## src/rtl/peripheral_putresult.sv

```systemverilog
// peripheral_putresult: captures a result word over valid/ready and shows it
// one byte at a time, advanced by the enter button or by an autoscroll timer.
//
// Ports:
//   clk, reset        clock and synchronous active-high reset
//   dataR             result word from the arithmetic core (NBYTES*8 bits)
//   result_valid      dataR is valid this cycle
//   result_ready      high while idle, so a new result can be taken
//   enterpulse        debounced enter level; its rising edge advances
//   autoscroll        1 = advance every SCROLL_CYCLES cycles as well
//   dataoutput        byte currently presented
//   bytepos           index of the presented byte, 0 = dataR[7:0]
//   busy              a result is being presented
//   done              one-cycle pulse after the last byte is dismissed
module peripheral_putresult #(
    parameter int NBYTES        = 4,
    parameter int SCROLL_CYCLES = 50000000,
    localparam int BW = (NBYTES > 1) ? $clog2(NBYTES) : 1,
    localparam int TW = $clog2(SCROLL_CYCLES)
) (
    input  logic                  clk,
    input  logic                  reset,
    input  logic [NBYTES*8-1:0]   dataR,
    input  logic                  result_valid,
    output logic                  result_ready,
    input  logic                  enterpulse,
    input  logic                  autoscroll,
    output logic [7:0]            dataoutput,
    output logic [BW-1:0]         bytepos,
    output logic                  busy,
    output logic                  done
);

    localparam logic [1:0] S_IDLE = 2'd0;
    localparam logic [1:0] S_SHOW = 2'd1;
    localparam logic [1:0] S_DONE = 2'd2;

    logic [1:0]           state;
    logic [NBYTES*8-1:0]  shadow;
    logic                 enter_q;
    logic [TW-1:0]        timer;

    logic                 step;
    logic                 expire;
    logic                 adv;
    logic                 last;
    logic [BW-1:0]        pos_nxt;
    logic [7:0]           bytes [NBYTES];

    for (genvar i = 0; i < NBYTES; i++) begin : g_bytes
        assign bytes[i] = shadow[8*i +: 8];
    end

    assign step    = enterpulse & ~enter_q;
    assign expire  = autoscroll & (timer == TW'(SCROLL_CYCLES - 1));
    // Step and timer expiry together still make one advance.
    assign adv     = step | expire;
    assign last    = (bytepos == BW'(NBYTES - 1));
    assign pos_nxt = bytepos + 1'b1;

    // Ready decodes state only: no combinational path from result_valid.
    assign result_ready = (state == S_IDLE);
    assign busy         = (state == S_SHOW);
    assign done         = (state == S_DONE);

    always_ff @(posedge clk) begin
        if (reset) begin
            state      <= S_IDLE;
            shadow     <= '0;
            bytepos    <= '0;
            dataoutput <= 8'h00;
            enter_q    <= 1'b0;
            timer      <= '0;
        end else begin
            enter_q <= enterpulse;
            unique case (state)
                S_IDLE: begin
                    timer <= '0;
                    if (result_valid) begin
                        shadow     <= dataR;
                        bytepos    <= '0;
                        dataoutput <= dataR[7:0];
                        state      <= S_SHOW;
                    end
                end
                S_SHOW: begin
                    if (adv) begin
                        timer <= '0;
                        if (last) begin
                            // Last byte stays on the bus after dismissal.
                            state <= S_DONE;
                        end else begin
                            bytepos    <= pos_nxt;
                            dataoutput <= bytes[pos_nxt];
                        end
                    end else if (autoscroll) begin
                        timer <= timer + 1'b1;
                    end else begin
                        timer <= '0;
                    end
                end
                S_DONE: begin
                    state <= S_IDLE;
                end
                default: begin
                    state <= S_IDLE;
                end
            endcase
        end
    end

endmodule

```

## config.mk

```make
export PLATFORM = sky130hd
export DESIGN_NAME = peripheral_putresult
export DESIGN_NICKNAME = d
export VERILOG_FILES = /design/src/rtl/peripheral_putresult.sv
export SDC_FILE = /design/constraint.sdc
export NUM_CORES = 1
export LEC_CHECK = 0
export CORE_MARGIN = 3
export CORE_UTILIZATION = 63
export CTS_BUF_LIST = sky130_fd_sc_hd__clkbuf_16
export CTS_CLUSTER_SIZE = 16
export DETAILED_ROUTE_END_ITERATION = 7
export DONT_BUFFER_PORTS = 1
export PLACE_DENSITY_LB_ADDON = 0.25
export SLEW_MARGIN = 25
export SYNTH_ARGS = -nofsm -noshare
export SYNTH_HDL_FRONTEND = slang
export SYNTH_SLANG_ARGS = --single-unit
```

## constraint.sdc

```tcl
create_clock -name clk -period 2.3 [get_ports clk]
set_clock_uncertainty 0.05 [all_clocks]
set_input_delay 0 -clock clk [delete_from_list [all_inputs] [get_ports clk]]
set_output_delay 0 -clock clk [all_outputs]
set_load 0.01 [all_outputs]
```

==> run_results.csv <==
group,metric,value,unit
outcome,status,"complete, no violations",
timing,worst_pin_slew,472.9,ps
timing,setup_tns,0,ps
cts,cts_root_buf,"clkbuf_16",
timing,slew_violations,0,
route,first_iter_violations,444,
route,routed_wl,9972,µm
cts,post_cts_buffers,0,
route,met1_length,3822,µm
min_path,hp-class,"primary input to flop",
cts,clk_pin_slew_worst_paths,60,ps
finish,fillers,281,
cts,cts_made_buffers,9,
route,drcViolationCount,0,
setup_path,rrSetupSlack,120,ps
floorplan,die_w,78.49,µm
route,final_antenna_net_count,0,
timing,fin_crit_sh,94.85,%
min_path,holdPathStages,2,
setup_path,critPathKind,"flop to flop",
synth,yosysMostFrequentCell,"nand2_1",
place,dpl.cell_count,472,
finish,seq_area,0.001421,mm²
cts,cts_tree,"done",
power,p_leak,0.001520,µW
synth,synth_cell_types,47,
finish,syn_to_final_growth,25.28,%
synth,synthFlopType,"dfxtp_1",
power,power_switching,807.7,µW
floorplan,die_area,0.006161,mm²
finish,drive_above_1_share,11.64,%
setup_path,cp.arrival,2360,ps
synth,ys_seq_area_share,42.93,%
timing,fin_crit,2182,ps
floorplan,io-pin-count,50,
setup_path,r2r_end,"state[0]",
route,routedWlPerCell,18.78,µm
setup_path,worst_setup_path_start_kind,"flop",
timing,clock.fmax,458.4,MHz
finish,num-nets-final,498,
global_routing,grt_max_degree,50,
route,wl_met3,922,µm
synth,netlist_instances,413,
synth,synth_fp_nets,452,
finish,stdcell_count,531,
power,swShare,27.06,%
timing,hold_viol,0,
power,internal_power,2177,µW
route,vias,3411,
min_path,hp-start,"reset",
route,firstDrtPassIters,7,
setup_path,end_kind,"flop",
timing,slew_headroom,68.41,%
cts,cts_max_level,3,
power,ir_drop,0.0006205,V
synth,ys_seq_elements,71,
global_routing,grt-ovfl-total,0,
setup_path,r2r_start,"state[1]",
min_path,holdPathEnd,"timer[0]",
setup_path,cp_max_fo,11,
power,cellPowerDensity,719.5,mW/mm²
place,hpwl,5433,µm
power,comb_power_share,11.5,%
global_routing,grt_antenna_before_repair,0,
global_routing,grt_pass1_wl,15850,µm
place,gp_congestion,0.8688,
synth,async_flop_share,0,%
synth,yosys.area.top_type,"dfxtp_1",
floorplan,die_h,78.49,µm
floorplan,start_util,67.41,%
route,via_per_inst,6.424,
finish,multi_input_area,0.001745,mm²
route,wl_met2,4936,µm
synth,synth_edf_count,0,
place,io_buffers,0,
global_routing,grtUsageTotal,33.61,%
setup_path,r2r_cells,8,
global_routing,grt_pass1_vias,3185,
synth,yosysWarnings,0,
floorplan,num_rows,25,
floorplan,core-area,0.004911,mm²
synth,avgSynthCellArea,8.016,µm²
timing,grt_setup_unrepaired,"no",
synth,synth_area_leaders,"dfxtp_1, nand2_1, a21oi_1",
run,drv_cap,0,
timing,setup_violations,0,
power,clkPwrFrac,44.2,%
cts,clkSinkCount,71,
cts,clock_latency,350,ps
finish,num_antenna_cells,0,
power,p_seq_share,44.3,%
setup_path,critPathRequiredTime,2470,ps
route,top_layer,"met4",
synth,synth_common_cells,"nand2_1, dfxtp_1, a21oi_1, nand3_1, o21ai_0",
cts,clockBufferDepth,2,
synth,synth_top_area_share,42.93,%
synth,synthesis.area,0.003311,mm²
## sequential cells by signal, summed over array words and instances (netlist names)
| signal | count |
|---|---|
| shadow | 32 |
| enter_q | 1 |
| dataoutput | 8 |
| bytepos | 2 |
| timer | 26 |
| state | 2 |
## metal layers
layer  track usage, %  vias to the layer above
met5                0                        -
li1                 -                     1545
met2            56.08                      225
met1            41.91                     1608
met3            6.307                       33
met4            15.91                        0
## power groups by stage
stage	registers (µW)	clock network [µW]	logic (µW)
2_1_floorplan	1340	0	199
3_3_place_gp	1340	0	237
3_5_place_dp	1350	0	245
4_1_cts	1320	1300	326
5_1_grt	1330	1390	372
6_report	1320	1320	343
## worst max-delay path by stage
stage	startpoint	cells after the start	slack [ps]	end
after floorplan	timer[0]	7	410	timer[11]
after global placement	timer[9]	6	330	timer[22]
after detailed placement	timer[9]	6	180	timer[25]
after CTS	timer[17]	6	130	state[0]
after global routing	timer[0]	7	8	state[0]
final	state[1]	8	120	state[0]
## kinds of logic after synthesis
logic type,count (synthesis),share of synthesized area (%)
flops,71,42.93
compound gates,101,17.54
xor+xnor,2,0.5292
fa+ha+maj,2,0.7557
buf+inv,36,4.837
mux,9,5.744
simple gates,192,27.66
## through the flow
stage | hold WS [ps] | cell area (µm²) | worst slack [ps] | power [µW] | utilization, %
after floorplan | 78.18 | 3311 | 410.1 | 1535 | -
after global placement | 25.10 | 3411 | 326.9 | 1580 | 69.45
after detailed placement | 27.95 | 3411 | 175.8 | 1590 | 69.45
after CTS | 52.57 | 4131 | 133.2 | 2949 | 84.13
after global routing | 92.91 | 4148 | 8.305 | 3087 | 84.46
final | 74.01 | 4148 | 118.4 | 2984 | 84.46
## critical path, cell delays in order, from the launching register on
cell           delay [ps]
dfxtp_1               510
nand2b_1              190
inv_1                  70
buf_4                 190
and2_1                160
o21ai_1                70
buf_4                 180
a21oi_1                80
dlygate4sd3_1         570
## repair_timing
action                     in CTS  in global routing
resized for setup               0                  4
setup endpoints to repair       0                  2
hold buffers                   43                  0
hold endpoints to repair       50                  0
## layout by cell type, fill, tap and decap left out, types with 9 or more instances in the layout
cell type,Yosys,routed
a21oi_1,56,56
buf_4,2,19
clkbuf_16,0,9
dfxtp_1,71,71
dlygate4sd3_1,0,42
nand2_1,104,104
nand3_1,31,31
o21ai_0,22,22
## cell type report
| cell class | count | share of cell area, % |
|---|---|---|
| multi-input cells | 306 | 42.08 |
| flip-flops and latches | 71 | 34.27 |
| repair buffers | 62 | 14.06 |
| clock buffers | 9 | 5.430 |
| well taps | 67 | 2.021 |
| clock inverters | 7 | 1.327 |
| inverters | 9 | 0.8145 |
(Power assumes the default switching activity.)
